===== config.mk =====
export PLATFORM = sky130hd
export DESIGN_NAME = param_cache
export DESIGN_NICKNAME = d
export VERILOG_FILES = /design/src/rtl/param_cache_pkg.sv /design/src/rtl/cache_store.sv /design/src/rtl/param_cache.sv
export SDC_FILE = /design/constraint.sdc
export NUM_CORES = 1
export LEC_CHECK = 0
export CORE_ASPECT_RATIO = 0.7
export CORE_MARGIN = 2
export CORE_UTILIZATION = 35
export CTS_CLUSTER_SIZE = 10
export DETAILED_ROUTE_END_ITERATION = 16
export PLACE_DENSITY_LB_ADDON = 0.2
export SLEW_MARGIN = 15
export SYNTH_ARGS = -nofsm -noshare
export SYNTH_HDL_FRONTEND = slang
export SYNTH_SLANG_ARGS = --single-unit

===== constraint.sdc =====
create_clock -name g_clk -period 6.71 [get_ports g_clk]
set_input_delay 1.342 -clock g_clk [delete_from_list [all_inputs] [get_ports g_clk]]
set_output_delay 1.342 -clock g_clk [all_outputs]
set_load 0.005 [all_outputs]

===== src/rtl/param_cache_pkg.sv =====
`default_nettype none
// ============================================================================
//  Module      : param_cache_pkg
//  Description : Shared definitions for the parametrised direct-mapped cache:
//                controller state encoding and an index-width helper.
//  Revision    : 1.0 - initial release
// ============================================================================
package param_cache_pkg;

    // Controller state encoding
    localparam logic [1:0] C_ST_IDLE  = 2'b00;
    localparam logic [1:0] C_ST_FILL  = 2'b01;
    localparam logic [1:0] C_ST_WRITE = 2'b10;

    // Ceiling log2, used to size the line index (lines is a power of two)
    function automatic int clog2(input int value);
        int r;
        r = 0;
        for (int i = 0; i < 31; i++) begin
            if ((1 << i) < value) begin
                r = i + 1;
            end
        end
        return r;
    endfunction

endpackage
`default_nettype wire


===== src/rtl/cache_store.sv =====
`default_nettype none
// ============================================================================
//  Module      : cache_store
//  Description : Valid/tag/data line storage for the direct-mapped cache.
//                Combinational lookup port, one write port, global valid clear.
//  Ports       : g_clk, g_clr (async active-low reset)
//                lk_index/lk_tag -> lk_hit/lk_data   lookup
//                upd_en/upd_index/upd_tag/upd_data   line write (sets valid)
//                clr_all                              clear every valid bit
//  Revision    : 1.0 - initial release
// ============================================================================
module cache_store
    import param_cache_pkg::*;
#(
    parameter int d_width = 16,
    parameter int a_width = 8,
    parameter int lines   = 4,
    localparam int IDX_W  = clog2(lines),
    localparam int TAG_W  = a_width - IDX_W
) (
    input  logic               g_clk,
    input  logic               g_clr,
    input  logic [IDX_W-1:0]   lk_index,
    input  logic [TAG_W-1:0]   lk_tag,
    output logic               lk_hit,
    output logic [d_width-1:0] lk_data,
    input  logic               upd_en,
    input  logic [IDX_W-1:0]   upd_index,
    input  logic [TAG_W-1:0]   upd_tag,
    input  logic [d_width-1:0] upd_data,
    input  logic               clr_all
);

    logic [lines-1:0]   r_valid;
    logic [TAG_W-1:0]   r_tag  [lines];
    logic [d_width-1:0] r_data [lines];

    always_ff @(posedge g_clk or negedge g_clr) begin
        if (!g_clr) begin
            r_valid <= '0;
            for (int i = 0; i < lines; i++) begin
                r_tag[i]  <= '0;
                r_data[i] <= '0;
            end
        end else begin
            if (upd_en) begin
                r_valid[upd_index] <= 1'b1;
                r_tag[upd_index]   <= upd_tag;
                r_data[upd_index]  <= upd_data;
            end
            // Clear is last so it also invalidates a line written this edge
            if (clr_all) begin
                r_valid <= '0;
            end
        end
    end

    assign lk_hit  = r_valid[lk_index] && (r_tag[lk_index] == lk_tag);
    assign lk_data = r_data[lk_index];

endmodule
`default_nettype wire


===== src/rtl/param_cache.sv =====
`default_nettype none
// ============================================================================
//  Module      : param_cache
//  Description : Parametrised direct-mapped cache, read-only or write-through,
//                with flush and saturating hit/miss counters.
//  Ports       : g_clk, g_clr (async active-low reset)
//                cpu_addr/cpu_wdata/cpu_rd/cpu_wr/flush -> cpu_rdata/odv
//                mem_addr/mem_wdata/mem_rd/mem_wr (registered) <- mem_rdata/mem_ack
//                hit_cnt/miss_cnt saturating statistics
//  Revision    : 1.0 - initial release
// ============================================================================
module param_cache
    import param_cache_pkg::*;
#(
    parameter int d_width   = 16,
    parameter int a_width   = 8,
    parameter int lines     = 4,
    parameter bit wr_en     = 1'b1,
    parameter int cnt_width = 16
) (
    input  logic                 g_clk,
    input  logic                 g_clr,
    input  logic [a_width-1:0]   cpu_addr,
    input  logic [d_width-1:0]   cpu_wdata,
    input  logic                 cpu_rd,
    input  logic                 cpu_wr,
    input  logic                 flush,
    output logic [d_width-1:0]   cpu_rdata,
    output logic                 odv,
    output logic [a_width-1:0]   mem_addr,
    output logic [d_width-1:0]   mem_wdata,
    output logic                 mem_rd,
    output logic                 mem_wr,
    input  logic [d_width-1:0]   mem_rdata,
    input  logic                 mem_ack,
    output logic [cnt_width-1:0] hit_cnt,
    output logic [cnt_width-1:0] miss_cnt
);

    localparam int IDX_W = clog2(lines);
    localparam int TAG_W = a_width - IDX_W;

    logic [1:0]           r_state;
    logic [1:0]           w_state_nxt;
    logic [a_width-1:0]   r_mem_addr;
    logic [d_width-1:0]   r_mem_wdata;
    logic                 r_mem_rd;
    logic                 r_mem_wr;
    logic                 r_flush_pend;
    logic [cnt_width-1:0] r_hit_cnt;
    logic [cnt_width-1:0] r_miss_cnt;

    logic                 w_do_wr;
    logic                 w_do_rd;
    logic                 w_hit;
    logic [d_width-1:0]   w_line_data;
    logic                 w_upd_en;
    logic [IDX_W-1:0]     w_upd_index;
    logic [TAG_W-1:0]     w_upd_tag;
    logic [d_width-1:0]   w_upd_data;
    logic                 w_clr_all;
    logic                 w_hit_inc;
    logic                 w_miss_inc;
    logic                 w_issue_rd;
    logic                 w_issue_wr;
    logic                 w_done;

    // Writes win over reads; a read-only cache never sees a write
    assign w_do_wr = cpu_wr & wr_en;
    assign w_do_rd = cpu_rd & ~w_do_wr;

    cache_store #(
        .d_width (d_width),
        .a_width (a_width),
        .lines   (lines)
    ) u_store (
        .g_clk     (g_clk),
        .g_clr     (g_clr),
        .lk_index  (cpu_addr[IDX_W-1:0]),
        .lk_tag    (cpu_addr[a_width-1:IDX_W]),
        .lk_hit    (w_hit),
        .lk_data   (w_line_data),
        .upd_en    (w_upd_en),
        .upd_index (w_upd_index),
        .upd_tag   (w_upd_tag),
        .upd_data  (w_upd_data),
        .clr_all   (w_clr_all)
    );

    // State register
    always_ff @(posedge g_clk or negedge g_clr) begin
        if (!g_clr) begin
            r_state <= C_ST_IDLE;
        end else begin
            r_state <= w_state_nxt;
        end
    end

    // Next-state logic; a flush in IDLE holds off any coincident request
    always_comb begin
        w_state_nxt = r_state;
        case (r_state)
            C_ST_IDLE: begin
                if (!flush) begin
                    if (w_do_wr) begin
                        w_state_nxt = C_ST_WRITE;
                    end else if (w_do_rd && !w_hit) begin
                        w_state_nxt = C_ST_FILL;
                    end
                end
            end
            C_ST_FILL, C_ST_WRITE: begin
                if (mem_ack) begin
                    w_state_nxt = C_ST_IDLE;
                end
            end
            default: w_state_nxt = C_ST_IDLE;
        endcase
    end

    // Output / control decode
    always_comb begin
        odv         = 1'b0;
        cpu_rdata   = '0;
        w_upd_en    = 1'b0;
        w_upd_index = cpu_addr[IDX_W-1:0];
        w_upd_tag   = cpu_addr[a_width-1:IDX_W];
        w_upd_data  = cpu_wdata;
        w_clr_all   = 1'b0;
        w_hit_inc   = 1'b0;
        w_miss_inc  = 1'b0;
        w_issue_rd  = 1'b0;
        w_issue_wr  = 1'b0;
        w_done      = 1'b0;
        case (r_state)
            C_ST_IDLE: begin
                if (flush) begin
                    w_clr_all = 1'b1;
                end else if (w_do_wr) begin
                    w_issue_wr = 1'b1;
                    w_upd_en   = w_hit;     // update on hit, no allocate on miss
                end else if (w_do_rd) begin
                    if (w_hit) begin
                        odv       = 1'b1;
                        cpu_rdata = w_line_data;
                        w_hit_inc = 1'b1;
                    end else begin
                        w_miss_inc = 1'b1;
                        w_issue_rd = 1'b1;
                    end
                end else begin
                    odv = 1'b1;
                end
            end
            C_ST_FILL: begin
                if (mem_ack) begin
                    odv         = 1'b1;
                    cpu_rdata   = mem_rdata;
                    w_upd_en    = 1'b1;
                    w_upd_index = r_mem_addr[IDX_W-1:0];
                    w_upd_tag   = r_mem_addr[a_width-1:IDX_W];
                    w_upd_data  = mem_rdata;
                    w_clr_all   = r_flush_pend | flush;
                    w_done      = 1'b1;
                end
            end
            C_ST_WRITE: begin
                if (mem_ack) begin
                    odv       = 1'b1;
                    w_clr_all = r_flush_pend | flush;
                    w_done    = 1'b1;
                end
            end
            default: ;
        endcase
    end

    // Memory-side registers, pending flush and statistics
    always_ff @(posedge g_clk or negedge g_clr) begin
        if (!g_clr) begin
            r_mem_addr   <= '0;
            r_mem_wdata  <= '0;
            r_mem_rd     <= 1'b0;
            r_mem_wr     <= 1'b0;
            r_flush_pend <= 1'b0;
            r_hit_cnt    <= '0;
            r_miss_cnt   <= '0;
        end else begin
            if (w_issue_rd || w_issue_wr) begin
                r_mem_addr <= cpu_addr;
            end
            if (w_issue_wr) begin
                r_mem_wdata <= cpu_wdata;
                r_mem_wr    <= 1'b1;
            end
            if (w_issue_rd) begin
                r_mem_rd <= 1'b1;
            end
            if (w_done) begin
                r_mem_rd     <= 1'b0;
                r_mem_wr     <= 1'b0;
                r_flush_pend <= 1'b0;
            end else if (flush && (r_state != C_ST_IDLE)) begin
                r_flush_pend <= 1'b1;
            end
            if (w_hit_inc && (r_hit_cnt != {cnt_width{1'b1}})) begin
                r_hit_cnt <= r_hit_cnt + 1'b1;
            end
            if (w_miss_inc && (r_miss_cnt != {cnt_width{1'b1}})) begin
                r_miss_cnt <= r_miss_cnt + 1'b1;
            end
        end
    end

    assign mem_addr  = r_mem_addr;
    assign mem_wdata = r_mem_wdata;
    assign mem_rd    = r_mem_rd;
    assign mem_wr    = r_mem_wr;
    assign hit_cnt   = r_hit_cnt;
    assign miss_cnt  = r_miss_cnt;

endmodule
`default_nettype wire

* Yosys cells after proc, flatten, opt, wreduce, memory -nomap -nowiden
Cells that the tools add are included.
Word-level totals: register bits 153, input bits 46, output and inout bits 75, logic and storage cells 122
Cells by class: add/subtract/negate cells 2, order comparisons 6, equal/unequal tests 8, multiplexer cells 66, bitwise gates (word level) 6, reductions and logical operators 17
Operators by type and width (count):
- $mux W16 | 10
- $bwmux W64 | 1
- $add A16 B1 Y16 const B | 2
- $bmux W16 S2 | 1
- $demux W16 S2 | 1
- $ne A16 B16 Y1 const B | 2
- $pmux W16 S2 | 1
- $mux W1 | 30
- $mux W6 | 5
- $bwmux W24 | 1
- $bmux W6 S2 | 1
- $demux W6 S2 | 1
- $mux W2 | 6
- $reduce_bool A2 Y1 | 5
- $mux W4 | 2
- $logic_and A1 B1 Y1 | 7
- $eq A6 B6 Y1 | 1
- $ge A3 B3 Y1 const B | 2
- $lt A2 B3 Y1 const B | 2
- $not A2 Y3 | 2
- $pmux W1 S2 | 3
- $or A4 B4 Y4 | 1
- $pmux W2 S2 | 1
- $lt A3 B1 Y1 const B | 1
- 16 further kinds | 16

* Longest topological paths before layout
Gate-level depths: netlist (run 1).
depth in word-level cells 13, mapped depth 11, depth with buffers taken out 8

* Hierarchy
A second synthesis (run 1) with hierarchy kept.
Second synthesis, totals: cell total of the unflattened synthesis 593, area, all modules 7374.6 µm²
By module, submodules not included:
- cache_store | times used 1, cells each 243, area each 4093.9 µm², sequential area each 2302.2 µm²
- param_cache | times used 1, cells each 350, area each 3280.6 µm², sequential area each 1526.5 µm²

* Worst setup path after synthesis (run 1)
Ideal clock, no wire load.
kind input-to-output, start point input cpu_addr[1], end point output cpu_rdata[10], arrival 3.380 ns, required time 5.368 ns, setup slack 1.988 ns, stages 11, path buffers 5, cell sequence buf_2 > buf_6 > mux2i_1 > xor2_1 > nand3_1 > a2111oi_1 > buf_2 > buf_4 > buf_2 > nand3_1 > nand2_1
Between the ends: word-level cells in the longest chain between the ends 11, elaborated cells on any way between the ends 16, those cells by class 1 x eq/ne; 13 x mux; 1 x bitwise; 1 x reduce/logical
Ends and longest elaborated chain:
- start: declaration | RTL line param_cache.sv:23 | input logic [a_width-1:0] cpu_addr,
- $not A2 Y3 (not written as such) | RTL line cache_store.sv:58, cache_store.sv:59
- $bmux W6 S2 | RTL line cache_store.sv:58 | assign lk_hit = r_valid[lk_index] && (r_tag[lk_index] == lk_tag);
- $mux W6 (not written as such) (2 in a row) | RTL line cache_store.sv:58
- $eq A6 B6 Y1 | RTL line cache_store.sv:58
- $logic_and A1 B1 Y1 | RTL line cache_store.sv:58
- $mux W16 (*) | RTL line param_cache.sv:143 | if (w_hit) begin
- $mux W16 (*) | RTL line param_cache.sv:142 | end else if (w_do_rd) begin
- $mux W16 (*) | RTL line param_cache.sv:139 | end else if (w_do_wr) begin
- $mux W16 (*) | RTL line param_cache.sv:137 | if (flush) begin
- $pmux W16 S2 (*) | RTL line param_cache.sv:135 | case (r_state)
- end: declaration | RTL line param_cache.sv:28 | output logic [d_width-1:0] cpu_rdata,
Mark *: on every way between the ends. The rest lies on a longest branch, timed or not. The select of a mux whose other input is x is not followed.

* Worst setup path in the final report (run 1)
start point input cpu_addr[1], end point output cpu_rdata[15]
The elaborated chain is that of the path after synthesis.

==> results.py, run 1 <==
metrics = {
    "place": {
        "port_buffers": 120,
        "placed_cells": 1032,
        "gp_congestion": 0.870,
        "hpwl_um": 14700,
        "place_area_mm2": 0.00886,
    },
    "clock_network": {
        "postCtsResizedCells": 0,
        "cts_buffers": 17,
        "path_clk_slew_ps": 70,
        "clock_latency_ps": 430,
        "cts_hold_buffers": 0,
        "cts.htree.levels": 4,
        "root_buffer": "clkbuf_16",
        "cts_setup_buffers": 0,
        "tritoncts": "done",
        "cts_buffer_depth": 2,
        "cts.sinks": 153,
    },
    "drt": {
        "avgRoutedWirePerCell_um": 20.5,
        "drtIter0Drc": 436,
        "drt-total-wl_um": 21900,
        "route.detailed.drc": 0,
        "num_vias": 5926,
        "dr.pass1.iters": 4,
        "ant_nets": 0,
        "vias_per_cell": 5.57,
    },
    "worst_setup_path": {
        "end_kind": "primary output",
        "r2r_slack_ps": 2930,
        "cp.required_ps": 5370,
        "crit_type": "input pin to primary output",
        "path_max_fanout": 19,
        "r2r_cells": 10,
        "start_kind": "input pin",
        "arrival_ps": 4570,
    },
    "sta": {
        "maxSlewHeadroom": 0.362,
        "drv_slew": 0,
        "tightest_slew_ps": 958,
        "min_period_ps": 5910,
        "rsz0062_at_grt": "false",
        "hold_viol_final": 0,
        "setup_viol": 0,
        "fmax_ghz": 0.169,
        "fin_skew_ps": 9.44,
        "fin_tns_setup_ps": 0,
        "finalCritPeriodShare": 0.881,
    },
    "power_and_ir_drop": {
        "p_leak_uw": 0.00420,
        "power.switching_uw": 1070,
        "p_clk_frac": 0.292,
        "internal_power_uw": 2470,
        "seqPwrFrac": 0.418,
        "combPwrFrac": 0.290,
        "peakVddDrop_uv": 159,
        "power_uw": 3540,
        "power_density_mw_per_mm2": 373,
        "switching_share": 0.304,
    },
    "layout": {
        "stdcell_count": 1064,
        "insertedDiodeCount": 0,
        "fin_util": 0.459,
        "fin_nets": 826,
        "drive_above_1_share": 0.123,
        "area_delta_synth_final_pct": 29.2,
        "fin_area_mm2": 0.00950,
    },
    "floorplanning": {
        "die_area_mm2": 0.0222,
        "core.rowCount": 44,
        "initial_utilization": 0.355,
        "die_x_um": 177,
        "io_pins": 121,
        "fp.dieH_um": 125,
        "fp.coreArea_mm2": 0.0207,
    },
    "global_route": {
        "gr-usage-met3": 0.0411,
        "grt_overflow_total": 0,
        "grtUsageTotal": 0.202,
        "grtUsageMet1": 0.302,
        "grtUsageMet2": 0.295,
        "antenna_found_initial": 0,
        "grt_start_max_net_pins": 91,
        "grt_pass1_vias": 5976,
        "grt_pass1_wl_um": 34400,
        "grt_most_used_layer": "met1",
    },
    "synthesis": {
        "synth_top_area_cell": "dfrtp_1",
        "synth_edf_count": 0,
        "synth.most_common_cell": "dfrtp_1",
        "ys_types": 48,
        "synth_top_area_frac": 0.520,
        "ys_ff_latch": 153,
        "ys.flop_type": "dfrtp_1",
        "synthTopCellsByCount": "dfrtp_1, nand2_1, a22o_1",
        "synth_fp_nets": 715,
        "synthesis.area_mm2": 0.00736,
        "yosysSeqAreaShare": 0.520,
        "async_flop_share": 1.00,
        "synthTopCellsByArea": "dfrtp_1, a22o_1, mux4_2, nand2_1, nand3_1",
        "synth_area_per_cell_um2": 11.1,
        "yosys_warnings": 0,
        "syn_inst": 664,
    },
    "hold_path": {
        "hp-class": "flip-flop to flip-flop",
        "min_path_cells": 2,
    },
    "flow_run": {
        "drv_cap": 0,
    },
    "status": {
        "status": "complete, no violations",
    },
}
routing by layer:
metal  vias up  share of wire  routed length, µm
li1       2664              -                  -
met1      3036           0.49              10600
met2       210           0.44               9580
met3        16          0.064               1400
met4         0          0.011                247
met5         -              0                  0
metrics by stage:
| step | setup slack (ps) | hold slack (ps) |
|---|---|---|
| floorplan | 1990 | 461 |
| global placement | 931 | 461 |
| detailed placement | 847 | 468 |
| CTS | 840 | 484 |
| global route | 545 | 510 |
| finish | 801 | 476 |
layout by cell type (no fill, tap or decap), types with 2 or more instances in the layout:
cell             instances
xnor2_2                  4
nand4b_1                 2
xor2_1                  22
a22o_1                  84
nor2_1                  20
o21ai_0                  5
nor3_1                  23
clkinvlp_4               3
nand4_1                 13
mux4_2                  19
a21oi_1                  8
dfrtp_1                153
clkdlybuf4s50_1        118
mux2_2                  11
ha_1                     5
mux2i_1                  8
xnor2_1                 12
clkbuf_16               17
and2_1                   4
nand2_1                112
bufinv_16                4
clkinv_2                 2
inv_1                    9
nand3_1                 39
a2111oi_1                4
or4_4                    2
and4_1                   2
a31oi_1                  2
a32o_1                   8
clkinv_4                 4
buf_4                   20
o32a_1                   4
o31ai_2                  4
nor4_1                   2
and3_1                   7
o21ai_1                 13
critical path, cell delays in order:
cell and delay (ps):
clkdlybuf4s50_1 990, mux2i_1 310, xor2_1 170, nand3_1 230, a2111oi_2 470, buf_4 330
nand3_1 110, nand2_1 80, clkdlybuf4s50_1 510
cell type report:
class                   count  area, µm²
flip-flops and latches    153       3830
fillers                  1954      11200
clock buffers              18        439
well taps                 276        345
inverters                   9       33.8
repair buffers            140       1350
clock inverters            14        196
multi-input cells         454       3310
flip-flops by register name, indices dropped and copies added (netlist names), 2 cells and up:
signal / flops
hit_cnt: 16
u_store.r_tag: 24
mem_addr: 8
u_store.r_data: 64
mem_wdata: 16
miss_cnt: 16
r_state: 2
u_store.r_valid: 4
cells by family after synthesis:
group                    share of synthesized area
AO/OA/AOI/OAI                                0.156
XOR/XNOR                                    0.0493
adder cells (fa/ha/maj)                    0.00850
buffers and inverters                       0.0330
flip-flops                                   0.520
multiplexers                                0.0859
AND/OR/NAND/NOR                              0.147
final timing paths:
path	startpoint	end
max in group asynchronous	g_clr	u_store.r_data[46]
worst max-delay path	cpu_addr[1]	cpu_rdata[15]
worst max register to register	r_state[0]	u_store.r_tag[1]
worst min-delay path	mem_wdata[11]	mem_wdata[11]
worst min register to register	mem_wdata[11]	mem_wdata[11]
min in group asynchronous	g_clr	mem_addr[3]
power groups by stage:
stage | Clock, µW | Combinational [µW] | Sequential [µW]
2_1_floorplan | 0 | 619 | 1410
5_1_grt | 1090 | 1120 | 1510
3_5_place_dp | 0 | 1030 | 1480
4_1_cts | 1050 | 1040 | 1470
6_report | 1030 | 1030 | 1480
3_3_place_gp | 0 | 1010 | 1460
(Power assumes the default switching activity.)
==> inputs of run 2 (changes only) <==
--- a/config.mk
+++ b/config.mk
@@ -10,6 +10,7 @@
 export CORE_UTILIZATION = 35
 export CTS_CLUSTER_SIZE = 10
 export DETAILED_ROUTE_END_ITERATION = 16
+export GPL_TIMING_DRIVEN = 0
 export PLACE_DENSITY_LB_ADDON = 0.2
 export SLEW_MARGIN = 15
 export SYNTH_ARGS = -nofsm -noshare
==> constraint.sdc (replaced) <==
create_clock -name g_clk -period 6.65 [get_ports g_clk]
set_input_delay 1.33 -clock g_clk [delete_from_list [all_inputs] [get_ports g_clk]]
set_output_delay 1.33 -clock g_clk [all_outputs]
set_load 0.005 [all_outputs]
==> run 2 against run 1 <==
First-iteration DRC count grew 54%. Worst setup slack lost 75 ps. Combinational power is essentially flat. Critical path type unchanged. Die area is the same. Total power grew 1.3%. Clock power is essentially flat. Count of clock-buffer cells in the layout is the same. Critical endpoint is now cpu_rdata[1].
==> results.py, run 2 (synthesis gave the netlist of run 1 again) <==
metrics = {
    "floorplanning": {
        "fp.coreArea_mm2": 0.0207,
        "die_x_um": 177,
        "fp.dieH_um": 125,
        "core.rowCount": 44,
        "die_area_mm2": 0.0222,
        "io_pins": 121,
        "initial_utilization": 0.355,
    },
    "clock_network": {
        "cts_buffer_depth": 2,
        "cts_setup_buffers": 0,
        "cts_buffers": 17,
        "root_buffer": "clkbuf_16",
        "cts.sinks": 153,
        "postCtsResizedCells": 0,
        "cts_hold_buffers": 0,
        "clock_latency_ps": 430,
        "tritoncts": "done",
        "cts.htree.levels": 4,
        "path_clk_slew_ps": 70,
    },
    "drt": {
        "vias_per_cell": 5.70,
        "ant_nets": 0,
        "avgRoutedWirePerCell_um": 21.5,
        "dr.pass1.iters": 5,
        "route.detailed.drc": 0,
        "drt-total-wl_um": 23400,
        "num_vias": 6206,
        "drtIter0Drc": 670,
    },
    "worst_setup_path": {
        "cp.required_ps": 5320,
        "arrival_ps": 4590,
        "path_max_fanout": 10,
        "end_kind": "primary output",
        "start_kind": "input pin",
        "crit_type": "input pin to primary output",
    },
    "sta": {
        "fin_skew_ps": 10.4,
        "fmax_ghz": 0.169,
        "drv_slew": 0,
        "maxSlewHeadroom": 0.413,
        "rsz0062_at_grt": "false",
        "finalCritPeriodShare": 0.891,
        "tightest_slew_ps": 881,
        "hold_viol_final": 0,
        "min_period_ps": 5920,
        "setup_viol": 0,
    },
    "global_route": {
        "antenna_found_initial": 0,
        "grt_pass1_wl_um": 36500,
        "grt_pass1_vias": 6205,
        "grt_start_max_net_pins": 97,
        "grtUsageTotal": 0.217,
        "grt_overflow_total": 0,
    },
    "power_and_ir_drop": {
        "p_leak_uw": 0.00419,
        "power_density_mw_per_mm2": 376,
        "peakVddDrop_uv": 151,
    },
    "place": {
        "gp_congestion": 0.863,
        "hpwl_um": 16100,
        "place_area_mm2": 0.00890,
        "port_buffers": 117,
    },
    "layout": {
        "fin_util": 0.461,
        "fin_nets": 852,
        "final_common_cell": "dfrtp_1",
        "regMostFlops": "u_store.r_data",
        "top_regs": "u_store.r_data x64, u_store.r_tag x24",
        "insertedDiodeCount": 0,
        "drive_above_1_share": 0.101,
        "fin_area_mm2": 0.00954,
        "largest_register_ffs": 64,
        "area_delta_synth_final_pct": 29.6,
        "final_cell_mix": "dfrtp_1, clkdlybuf4s50_1, nand2_1, a22o_1, nand3_1",
    },
    "status": {
        "status": "complete, no violations",
    },
    "flow_run": {
        "drv_cap": 0,
    },
    "hold_path": {
        "hp-class": "flip-flop to flip-flop",
    },
}
[run 2: layer usage]
layer	vias to the layer above	global-route usage	routed length (µm)
li1	2726	-	-
met3	31	0.0651	2140
met1	3158	0.320	10800
met5	-	0	0
met4	0	0.0646	340
met2	291	0.306	10100
[run 2: path summary, 6_finish.rpt]
| kind | start | endpoint | slack, ps | depth (start not counted) |
|---|---|---|---|---|
| min in group asynchronous | g_clr | mem_addr[3] | 820 | 1 |
| hold reg to reg | mem_wdata[11] | mem_wdata[11] | 480 | 2 |
| max in group asynchronous | g_clr | u_store.r_data[35] | 4990 | 2 |
| setup / recovery | cpu_addr[4] | cpu_rdata[1] | 730 | 10 |
| hold / removal | mem_wdata[11] | mem_wdata[11] | 480 | 2 |
| setup reg to reg | r_state[0] | u_store.r_data[31] | 3130 | 10 |
[run 2: cell type report]
cell class,count,area [µm²]
timing repair buffer,118,1200
clock inverter,13,193
fill,1929,11200
sequential,153,3830
clock buffer,18,439
inverter,9,33.8
multi-input combinational,454,3280
buffer,48,209
tap,276,345
[run 2: per-stage QoR]
step / worst slack, ps / power [µW] / cells / hold WS (ps) / TNS (ps)
after floorplan: 1950 / 2050 / 664 / 461 / 0
after global placement: -1820 / 2490 / 1057 / 461 / -276650
after detailed placement: 750 / 2530 / 1058 / 468 / 0
after CTS: 741 / 3600 / 1089 / 483 / 0
after global routing: 451 / 3780 / 1089 / 503 / 0
final: 726 / 3580 / 1089 / 477 / 0
[run 2: critical path: stages]
cell	delay, ps
clkdlybuf4s50_1	580
xor2_1	170
nand3_1	200
a2111oi_1	570
buf_2	400
buf_4	270
buf_2	280
nand3_1	160
nand2_1	120
clkdlybuf4s50_1	500
[run 2: report_power, final]
group,switching [µW],total (µW),internal (µW)
Combinational,466,1050,586
Sequential,214,1470,1260
Clock,417,1060,642
==> inputs of run 3 (changes only) <==
==> constraint.sdc (replaced) <==
create_clock -name g_clk -period 7.23 [get_ports g_clk]
set_input_delay 1.446 -clock g_clk [delete_from_list [all_inputs] [get_ports g_clk]]
set_output_delay 1.446 -clock g_clk [all_outputs]
set_load 0.005 [all_outputs]
==> results of run 3 <==
Same layout as run 2 (identical final DEF). Status: complete, no violations.
Main changes from that run: setup slack after placement 750 ps -> 1100 ps; setup slack after layout 726 ps -> 1070 ps; register-to-register setup slack 3130 ps -> 3710 ps; total power 3580 µW -> 3300 µW; worst IR drop on VDD 151 µV -> 139 µV
